===== src/rtl/nco_dac_sequencer_if.sv =====
// Sequencer <-> SineLUT / DAC_SPI_Out signal bundle.
// master = sequencer side, slave = LUT + SPI side.
interface nco_dac_sequencer_if #(
    parameter int LUT_ADDR_W = 10,
    parameter int SAMPLE_W   = 16
);
    logic [LUT_ADDR_W-1:0] lut_addr;
    logic [SAMPLE_W-1:0]   lut_value;
    logic [SAMPLE_W+7:0]   dac_data;
    logic                  dac_send;
    logic                  dac_busy;

    modport master (output lut_addr, dac_data, dac_send, input lut_value, dac_busy);
    modport slave  (input lut_addr, dac_data, dac_send, output lut_value, dac_busy);
endinterface


===== src/rtl/nco_dac_sequencer.sv =====
// Multi-channel NCO: sample timer, per-channel phase accumulators, and a
// frame sequencer that reads the shared sine LUT and feeds MAX5134 command
// words to the DAC SPI block.
// Optional macro SIGNED_LUT_EN: treat LUT samples as two's complement and
// convert to offset binary by inverting the MSB before packing.

// One oscillator channel: frequency register, phase accumulator and the
// LUT address snapshot taken when a frame starts.
module nco_dac_sequencer_lane #(
    parameter int PHASE_W    = 24,
    parameter int LUT_ADDR_W = 10
) (
    input  logic                  clk_i,
    input  logic                  rst_ni,
    input  logic                  load_i,
    input  logic                  tick_i,
    input  logic                  snap_en_i,
    input  logic [PHASE_W-1:0]    freq_i,
    output logic [LUT_ADDR_W-1:0] snap_o
);
    logic [PHASE_W-1:0]    freq_q, phase_q;
    logic [LUT_ADDR_W-1:0] snap_q;

    // tick reads the old freq_q, so a same-cycle load applies from the next tick
    always_ff @(posedge clk_i or negedge rst_ni) begin
        if (!rst_ni) begin
            freq_q  <= '0;
            phase_q <= '0;
            snap_q  <= '0;
        end else begin
            if (load_i) freq_q <= freq_i;
            if (tick_i) phase_q <= phase_q + freq_q;
            if (tick_i && snap_en_i) snap_q <= phase_q[PHASE_W-1 -: LUT_ADDR_W];
        end
    end

    assign snap_o = snap_q;
endmodule

module nco_dac_sequencer #(
    parameter int CHANNELS        = 2,
    parameter int PHASE_W         = 24,
    parameter int LUT_ADDR_W      = 10,
    parameter int SAMPLE_W        = 16,
    parameter int SAMPLE_INTERVAL = 2015
) (
    input  logic               clock_in,
    input  logic               rstn,
    input  logic               enable,
    input  logic               freq_load,
    input  logic [1:0]         freq_ch,
    input  logic [PHASE_W-1:0] freq_in,
    output logic               sample_tick,
    output logic               overrun,
    input  logic               overrun_clr,
    nco_dac_sequencer_if.master dac_if
);
    localparam int         CNT_W   = $clog2(SAMPLE_INTERVAL);
    localparam logic [1:0] LAST_CH = 2'(CHANNELS - 1);

    typedef enum logic [2:0] {IDLE, ADDR, LUTWAIT, SEND, HOLD, DRAIN} state_t;

    state_t                              state_q;
    logic [1:0]                          ch_q;
    logic [LUT_ADDR_W-1:0]               lut_addr_q, snap_sel;
    logic [SAMPLE_W+7:0]                 dac_data_q;
    logic                                dac_send_q, overrun_q;
    logic [CNT_W-1:0]                    cnt_q, cnt_d;
    logic                                tick;
    logic [CHANNELS-1:0][LUT_ADDR_W-1:0] snap;
    logic [SAMPLE_W-1:0]                 sample;
    logic [3:0]                          onehot;

    assign tick = enable && (cnt_q == CNT_W'(SAMPLE_INTERVAL - 1));

    // sample timer: wraps on tick, parked at zero while disabled
    always_comb begin
        cnt_d = cnt_q + CNT_W'(1);
        if (!enable || tick) cnt_d = '0;
    end

    // timer register
    always_ff @(posedge clock_in or negedge rstn) begin
        if (!rstn) cnt_q <= '0;
        else       cnt_q <= cnt_d;
    end

    // phases advance on every tick; the snapshot is only taken when a new
    // frame actually starts so a dropped tick cannot disturb a running frame
    for (genvar n = 0; n < CHANNELS; n++) begin : g_lane
        nco_dac_sequencer_lane #(.PHASE_W(PHASE_W), .LUT_ADDR_W(LUT_ADDR_W)) u_lane (
            .clk_i     (clock_in),
            .rst_ni    (rstn),
            .load_i    (freq_load && (freq_ch == 2'(n))),
            .tick_i    (tick),
            .snap_en_i (state_q == IDLE),
            .freq_i    (freq_in),
            .snap_o    (snap[n])
        );
    end

    // pick the current channel's snapshot without a width-mismatched index
    always_comb begin
        snap_sel = '0;
        for (int n = 0; n < CHANNELS; n++)
            if (ch_q == 2'(n)) snap_sel = snap[n];
    end

`ifdef SIGNED_LUT_EN
    assign sample = {~dac_if.lut_value[SAMPLE_W-1], dac_if.lut_value[SAMPLE_W-2:0]};
`else
    assign sample = dac_if.lut_value;
`endif

    // command byte is 0x3 (write-through) followed by the one-hot DAC select
    assign onehot = 4'b0001 << ch_q;

    // frame sequencer: one LUT read and one SPI word per channel
    always_ff @(posedge clock_in or negedge rstn) begin
        if (!rstn) begin
            state_q    <= IDLE;
            ch_q       <= '0;
            lut_addr_q <= '0;
            dac_data_q <= '0;
            dac_send_q <= 1'b0;
        end else begin
            dac_send_q <= 1'b0;
            case (state_q)
                IDLE: if (tick) begin
                    ch_q    <= '0;
                    state_q <= ADDR;
                end
                ADDR: begin
                    lut_addr_q <= snap_sel;
                    state_q    <= LUTWAIT;
                end
                LUTWAIT: state_q <= SEND;
                SEND: if (!dac_if.dac_busy) begin
                    dac_data_q <= {4'b0011, onehot, sample};
                    dac_send_q <= 1'b1;
                    state_q    <= HOLD;
                end
                // gives the SPI block one cycle to raise busy after the strobe
                HOLD: state_q <= DRAIN;
                DRAIN: if (!dac_if.dac_busy) begin
                    if (ch_q == LAST_CH) state_q <= IDLE;
                    else begin
                        ch_q    <= ch_q + 2'd1;
                        state_q <= ADDR;
                    end
                end
                default: state_q <= IDLE;
            endcase
        end
    end

    // sticky overrun; a set in the same cycle as a clear wins
    always_ff @(posedge clock_in or negedge rstn) begin
        if (!rstn)                         overrun_q <= 1'b0;
        else if (tick && state_q != IDLE)  overrun_q <= 1'b1;
        else if (overrun_clr)              overrun_q <= 1'b0;
    end

    assign sample_tick     = tick;
    assign overrun         = overrun_q;
    assign dac_if.lut_addr = lut_addr_q;
    assign dac_if.dac_data = dac_data_q;
    assign dac_if.dac_send = dac_send_q;
endmodule


===== src/flat_wrapper.sv =====
// flat-port wrapper written by rule: the top's interface ports become plain ports
module nco_dac_sequencer_flat 
#(
    parameter int CHANNELS        = 2,
    parameter int PHASE_W         = 24,
    parameter int LUT_ADDR_W      = 10,
    parameter int SAMPLE_W        = 16,
    parameter int SAMPLE_INTERVAL = 2015
)
  (clock_in, rstn, enable, freq_load, freq_ch, freq_in, sample_tick, overrun, overrun_clr, dac_if_lut_addr, dac_if_dac_data, dac_if_dac_send, dac_if_lut_value, dac_if_dac_busy);
  nco_dac_sequencer_if #(.LUT_ADDR_W(LUT_ADDR_W), .SAMPLE_W(SAMPLE_W)) dac_if_i ();
  input  logic clock_in;
  input  logic rstn;
  input  logic enable;
  input  logic freq_load;
  input  logic [1:0] freq_ch;
  input  logic [PHASE_W-1:0] freq_in;
  output logic sample_tick;
  output logic overrun;
  input  logic overrun_clr;
  output wire logic [$bits(dac_if_i.lut_addr)-1:0] dac_if_lut_addr;
  output wire logic [$bits(dac_if_i.dac_data)-1:0] dac_if_dac_data;
  output wire logic [$bits(dac_if_i.dac_send)-1:0] dac_if_dac_send;
  input wire logic [$bits(dac_if_i.lut_value)-1:0] dac_if_lut_value;
  input wire logic [$bits(dac_if_i.dac_busy)-1:0] dac_if_dac_busy;
  assign dac_if_lut_addr = dac_if_i.lut_addr;
  assign dac_if_dac_data = dac_if_i.dac_data;
  assign dac_if_dac_send = dac_if_i.dac_send;
  assign dac_if_i.lut_value = dac_if_lut_value;
  assign dac_if_i.dac_busy = dac_if_dac_busy;
  nco_dac_sequencer #(.CHANNELS(CHANNELS), .PHASE_W(PHASE_W), .LUT_ADDR_W(LUT_ADDR_W), .SAMPLE_W(SAMPLE_W), .SAMPLE_INTERVAL(SAMPLE_INTERVAL)) u_core (.clock_in(clock_in), .rstn(rstn), .enable(enable), .freq_load(freq_load), .freq_ch(freq_ch), .freq_in(freq_in), .sample_tick(sample_tick), .overrun(overrun), .overrun_clr(overrun_clr), .dac_if(dac_if_i));
endmodule

===== config.mk =====
export PLATFORM = sky130hd
export DESIGN_NAME = nco_dac_sequencer_flat
export DESIGN_NICKNAME = d
export VERILOG_FILES = /design/src/rtl/nco_dac_sequencer_if.sv /design/src/rtl/nco_dac_sequencer.sv /design/src/flat_wrapper.sv
export SDC_FILE = /design/constraint.sdc
export NUM_CORES = 1
export LEC_CHECK = 0
export ABC_AREA = 1
export CELL_PAD_IN_SITES_DETAIL_PLACEMENT = 1
export CELL_PAD_IN_SITES_GLOBAL_PLACEMENT = 1
export CORE_ASPECT_RATIO = 0.6
export CORE_UTILIZATION = 40
export CTS_BUF_LIST = sky130_fd_sc_hd__clkbuf_4 sky130_fd_sc_hd__clkbuf_8
export DETAILED_ROUTE_END_ITERATION = 10
export DONT_BUFFER_PORTS = 1
export PLACE_DENSITY_LB_ADDON = 0.1
export SYNTH_ARGS = -nofsm -noshare
export SYNTH_HDL_FRONTEND = slang
export SYNTH_SLANG_ARGS = --single-unit

===== constraint.sdc =====
create_clock -name clock_in -period 3.8 [get_ports clock_in]
set_input_delay 0.76 -clock clock_in [delete_from_list [all_inputs] [get_ports clock_in]]
set_output_delay 0.76 -clock clock_in [all_outputs]
set_load 0.01 [all_outputs]

==> results of run 1 <==
==> worst max-delay path, cell delays in order (launching register included) <==
cell     delay [ps]
dfrtp_1         420
inv_1            70
ha_1            200
nand4_1         120
nor3_1          180
nand2_1         230
inv_1           340
==> cell type report <==
class,count,area (um2)
fillers,3120,13700
well taps,322,403
clock buffers,18,248
inverters,204,766
repair buffers,7,52.6
clock inverters,14,116
flip-flops and latches,165,4130
multi-input cells,996,4760
==> synthesized netlist by cell type (all sizes together), types with 13 or more instances <==
library cell  count
nand3           105
dfrtp           165
nand2           572
o21ai            77
nor3             13
buf              15
nor2             74
inv             204
a21oi            39
ha               52
nand3b           15
clkbuf           23
==> state kept, by name, summed over array words and instances, names as in the netlist <==
register,cells
u_core.ch_q,2
u_core.cnt_q,11
u_core.dac_if.dac_data,21
u_core.dac_if.dac_send,1
u_core.dac_if.lut_addr,10
u_core.g_lane.u_lane.freq_q,48
u_core.g_lane.u_lane.phase_q,48
u_core.g_lane.u_lane.snap_o,20
u_core.overrun,1
u_core.state_q,3
==> power breakdown <==
part / switching, mW / total (mW) / internal, mW / leakage [nW]
logic: 0.293 / 0.456 / 0.163 / 3.50
clock network: 0.764 / 1.25 / 0.486 / 0.174
registers: 0.0910 / 1.94 / 1.85 / 2.20
total: 1.15 / 3.65 / 2.50 / 5.88
==> metrics by stage <==
stage	hold slack, ps	total power, mW	cell area, um2	setup slack [ps]
2_1_floorplan	442	2.28	9840	1910
3_3_place_gp	462	2.41	10100	1340
3_5_place_dp	463	2.43	10100	1230
4_1_cts	-106	3.69	10500	930
5_1_grt	-113	3.84	10500	809
6_report	-48.5	3.65	10500	994
==> cells by family (layout without fill, tap and decap cells) <==
| logic type | after synthesis | in the layout | synth area share [%] |
|---|---|---|---|
| compound gates | 127 | 127 | 6.85 |
| buf+inv | 242 | 243 | 9.65 |
| simple gates | 797 | 797 | 33.0 |
| flops | 165 | 165 | 42.0 |
| other cells | 1 | 2 | 0.0381 |
| xor+xnor | 16 | 16 | 1.42 |
| fa+ha+maj | 54 | 54 | 7.02 |
==> worst max path at each step <==
stage	start	cells past startpoint	to
after floorplan	u_core.cnt_q[0]	6	sample_tick
after detailed placement	u_core.cnt_q[0]	9	u_core.g_lane[1].u_lane.snap_o[0]
after CTS	u_core.cnt_q[0]	6	sample_tick
after global routing	u_core.cnt_q[0]	6	sample_tick
after global placement	u_core.cnt_q[0]	9	u_core.g_lane[1].u_lane.snap_o[1]
final	u_core.cnt_q[0]	6	sample_tick
==> layer usage <==
metal	vias up	share of wire [%]
li1	4331	-
met1	4167	55
met2	105	39
met3	19	4.9
met4	0	0.89
met5	-	0
==> summary.txt, run 1 <==
Placed design
  – IO Port Bufs: 0
  – Half-perimeter wire length after placement: 22400 um
  – Placer's final routability congestion estimate: 0.898
  – Placed cell count: 1694

Detailed routing
  – Detailed Route Iter0 Violations: 511
  – Length of the first detailed-routing pass in iterations: 7
  – Final wirelength: 29100 um
  – DRC Markers: 0
  – Via count: 8622
  – Antenna viol nets, final: 0
  – Via density: 5.00
  – DR WL/cell: 16.9 um

GRT
  – Gr ovfl total: 0
  – Busiest grt layer: met1
  – Largest net degree at the start of global routing: 166
  – First-pass GRT wire length: 47100 um
  – Met3 Use GR: 6.83%
  – GRT Total Usage: 24.6%
  – Initial antenna violation count: 1
  – Routing usage on met2: 33.5%
  – Vias in the first global route: 8725
  – Met1 Usage GRT: 37.8%

Die
  – Die Wd: 204 um
  – Core area: 24200 um2
  – Site Rows: 44
  – Die Y: 123 um
  – # IOs: 85
  – Die footprint: 25200 um2
  – Initial core utilization: 40.7%

Power
  – VDD IR max: 0.188 mV
  – P per Cell Area: 348 nW/um2
  – Lkg Pwr: 5.88 nW

Clock network
  – Worst-skew pair later-pin latency: 510 ps
  – Clock-pin slew on the worst setup and hold paths: 90 ps
  – Clock tree buffer depth: 2
  – CTS H-tree lvls: 4
  – CTS root buffer: clkbuf_8
  – Num CTS Buffers: 17
  – # resized after CTS: 0
  – Clock Sinks: 165
  – CTS tree: yes
  – Setup Buffers After CTS: 0

Synth
  – Cells after synthesis: 1402
  – Post-synth top area cell: dfrtp_1
  – Syn_area_per_cell: 7.02 um2
  – Number of synthesized flops with an enable pin: 0
  – #FFs+latches synth: 165
  – Main flop type after synthesis: dfrtp_1
  – Synth async-reset ratio: 100%
  – Distinct cells, synth: 27
  – YS warnings: 0
  – Largest cells by area after synthesis: dfrtp_1 42%, nand2_1 22%, inv_1 7.7%, ha_1 6.6%, nand3_1 5.3%
  – Yosys top cell area share: 42.0%
  – Mapped Area: 9840 um2
  – Register area share after synthesis: 42.0%

STA
  – Setup TNS: 0 ps
  – Unrepaired setup endpoints after global routing: false
  – Clock skew: 16.5 ps
  – Fmax: 0.356 GHz
  – Least-Margin Pin Slew: 768 ps
  – Final period util: 73.8%
  – Rel. slew slack: 48.7%
  – Slew Viols, Final: 0
  – Hold Slack: -48.5 ps
  – Final setup violation count: 0
  – Post-layout min period: 2810 ps
  – Final hold vios: 113

Cells and area
  – Fin cells: 1726
  – Post-layout nets: 1493
  – Commonest non-fill, non-tap cell in the layout: nand2_1
  – Finished Core Util: 43.4%
  – Area delta synth->final: 6.50%
  – Ant diodes: 0
  – Layout cells sized above 1: 3.42%
  – Commonest non-fill, non-tap cells in the layout: 572 x nand2_1, 202 x inv_1, 165 x dfrtp_1, 104 x nand3_1, 75 x o21ai_0

Critical path
  – Worst Path Max Fanout: 6
  – R2R cell count: 9
  – Worst EP required: 3040 ps
  – Worst reg2reg path endpoint: u_core.g_lane[1].u_lane.snap_o[1]
  – R2r setup slk: 1180 ps
  – Endpoint class of the critical path: output pin
  – CP Class: flop to output pin
  – RR Startpoint: u_core.cnt_q[0]
  – Setup crit start kind: flop
  – Crit path DAT: 2050 ps

Run status
  – Outcome: finished, violations left
  – Failing checks: negative hold slack

Flow run
  – Max Cap Viol: 0

Hold path
  – Worst Hold Class: input pin to asynchronous set/reset pin
Note: power is estimated with default switching activity, not from simulation.
==> inputs of run 2 (changes only) <==
==> constraint.sdc (replaced) <==
create_clock -name clock_in -period 2.6 [get_ports clock_in]
set_input_delay 0.52 -clock clock_in [delete_from_list [all_inputs] [get_ports clock_in]]
set_output_delay 0.52 -clock clock_in [all_outputs]
set_load 0.01 [all_outputs]
==> summary.txt, run 2 (synthesized netlist as in run 1, its figures left out) <==
GRT
  – Gr ovfl total: 0 (unchanged)
  – GRT Total Usage: 25.1% (was 24.6%)
  – Largest net degree at the start of global routing: 166 (unchanged)
  – First-pass GRT wire length: 48100 um (was 47100 um)
  – Vias in the first global route: 8840 (was 8725)
  – Initial antenna violation count: 0 (was 1)

STA
  – Hold Slack: -263 ps (was -48.5 ps)
  – Post-layout min period: 2440 ps
  – Unrepaired setup endpoints after global routing: false (unchanged)
  – Rel. slew slack: 50.1% (was 48.7%)
  – Slew Viols, Final: 0 (unchanged)
  – Final hold vios: 165 (was 113)
  – Final period util: 93.7%
  – Least-Margin Pin Slew: 746 ps (was 768 ps)
  – Clock skew: 23.1 ps (was 16.5 ps)
  – Fmax: 0.410 GHz
  – Setup TNS: 0 ps (unchanged)
  – Final setup violation count: 0 (unchanged)

Placed design
  – Placer's final routability congestion estimate: 0.863 (was 0.898)
  – IO Port Bufs: 0 (unchanged)
  – Half-perimeter wire length after placement: 23100 um (was 22400 um)

Die
  – Core area: 24200 um2 (unchanged)
  – Die Y: 123 um (unchanged)
  – Die Wd: 204 um (unchanged)
  – Die footprint: 25200 um2 (unchanged)
  – Site Rows: 44 (unchanged)
  – Initial core utilization: 40.7% (unchanged)
  – # IOs: 85 (unchanged)

Detailed routing
  – DRC Markers: 0 (unchanged)
  – Via density: 5.08 (was 5.00)
  – Detailed Route Iter0 Violations: 470 (was 511)
  – Via count: 8760 (was 8622)
  – Antenna viol nets, final: 0 (unchanged)
  – DR WL/cell: 17.4 um (was 16.9 um)
  – Final wirelength: 30000 um (was 29100 um)
  – Length of the first detailed-routing pass in iterations: 4 (was 7)

Critical path
  – RR Startpoint: u_core.g_lane[1].u_lane.freq_q[0] (was u_core.cnt_q[0])
  – Worst Path Max Fanout: 6 (unchanged)
  – CP Class: flop to output pin (unchanged)
  – Endpoint class of the critical path: output pin (unchanged)
  – Setup crit start kind: flop (unchanged)
  – Worst EP required: 2080 ps (was 3040 ps)
  – Crit path DAT: 1920 ps (was 2050 ps)
  – Critical path origin: u_core.cnt_q[0] (unchanged)

Clock network
  – Worst-skew pair later-pin latency: 490 ps (was 510 ps)
  – CTS root buffer: clkbuf_8 (unchanged)
  – CTS H-tree lvls: 4 (unchanged)
  – Clock-pin slew on the worst setup and hold paths: 100 ps (was 90 ps)
  – Clock tree buffer depth: 2 (unchanged)
  – CTS tree: yes (unchanged)
  – Clock Sinks: 165 (unchanged)
  – Num CTS Buffers: 17 (unchanged)

Power
  – P per Cell Area: 518 nW/um2 (was 348 nW/um2)
  – VDD IR max: 0.309 mV (was 0.188 mV)
  – Lkg Pwr: 5.91 nW (was 5.88 nW)

Run status
  – Outcome: finished, violations left (unchanged)
  – Failing checks: negative hold slack (unchanged)

Cells and area
  – Area delta synth->final: 7.29% (was 6.50%)
  – Post-layout nets: 1494 (was 1493)
  – Finished Core Util: 43.7% (was 43.4%)
  – Layout cells sized above 1: 3.56% (was 3.42%)
  – Commonest non-fill, non-tap cells in the layout: 571 x nand2_1, 201 x inv_1, 165 x dfrtp_1, 104 x nand3_1, 75 x o21ai_0 (was 572 x nand2_1, 202 x inv_1, 165 x dfrtp_1, 104 x nand3_1, 75 x o21ai_0)
  – FILL cells: 3130 (was 3120)
  – Register area: 4130 um2 (unchanged)
  – Area of the multi-input gates: 4770 um2 (was 4760 um2)
  – Ant diodes: 0 (unchanged)
  – Commonest non-fill, non-tap cell in the layout: nand2_1 (unchanged)

Hold path
  – Worst Hold Class: input pin to asynchronous set/reset pin (unchanged)

Flow run
  – Max Cap Viol: 0 (unchanged)
run 2: cell types whose count changed in the layout (fill, tap and decap cells not counted), moves of 2 or more:
cell and delta:
inv_8 -3, bufinv_16 +2, clkinvlp_4 -2, clkbuf_8 +3
buf_12 +2, clkbuf_4 +2, inv_6 -4
run 2: final cells by class:
| class | instances | share of cell area [%] |
|---|---|---|
| inverter | 204 | 7.29 |
| multi-input combinational | 996 | 45.2 |
| clock buffer | 23 | 2.88 |
| timing repair buffer | 8 | 0.806 |
| sequential | 165 | 39.1 |
| tap | 322 | 3.82 |
| clock inverter | 8 | 0.936 |
run 2: layer usage:
metal  track usage [%]  up-vias  share of wire [%]  wire length [um]
li1                  -     4321                  -                 -
met1              39.3     4302                 56             16900
met2              34.4      119                 39             11600
met3              6.25       18                4.5              1350
met4              4.15        0               0.76               229
met5                 0        -                  0                 0
run 2: critical path: stages (launching register included):
cell,delay [ps]
dfrtp_1,420
inv_1,70
ha_1,170
nand4_1,100
nor3_1,220
nand2_2,180
clkinvlp_4,260
run 2: timing repair:
item | in CTS | in global routing
buffers inserted | 0 | 0
endpoints found under the hold margin | 165 | 165
endpoints found under the setup margin | 1 | 1
resized for setup | 1 | 1
run 2: path summary, 6_finish.rpt:
path                                                             to  slack, ps  cells after the start
max in group asynchronous       u_core.g_lane[0].u_lane.phase_q[20]       2520                      0
worst max register to register  u_core.g_lane[1].u_lane.phase_q[12]        520                     13
worst min-delay path              u_core.g_lane[1].u_lane.snap_o[9]       -260                      0
min in group clock_in                                u_core.overrun        140                      1
worst max-delay path                                    sample_tick        160                      6
worst min register to register    u_core.g_lane[0].u_lane.snap_o[3]        480                      2
run 2: stage by stage:
stage	power [mW]	hold WS, ps	setup WS [ps]	std cells	area, um2
after global placement	3.53	230	534	1695	10100
after CTS	5.54	-321	50.0	1726	10600
after global routing	5.75	-317	25.5	1726	10600
final	5.47	-263	163	1726	10600
after floorplan	3.33	224	831	1403	9840
after detailed placement	3.56	230	525	1695	10100
run 2: where the power goes:
group	switching [mW]	internal [mW]
sequential	0.134	2.70
clock	0.982	0.968
combinational	0.444	0.240
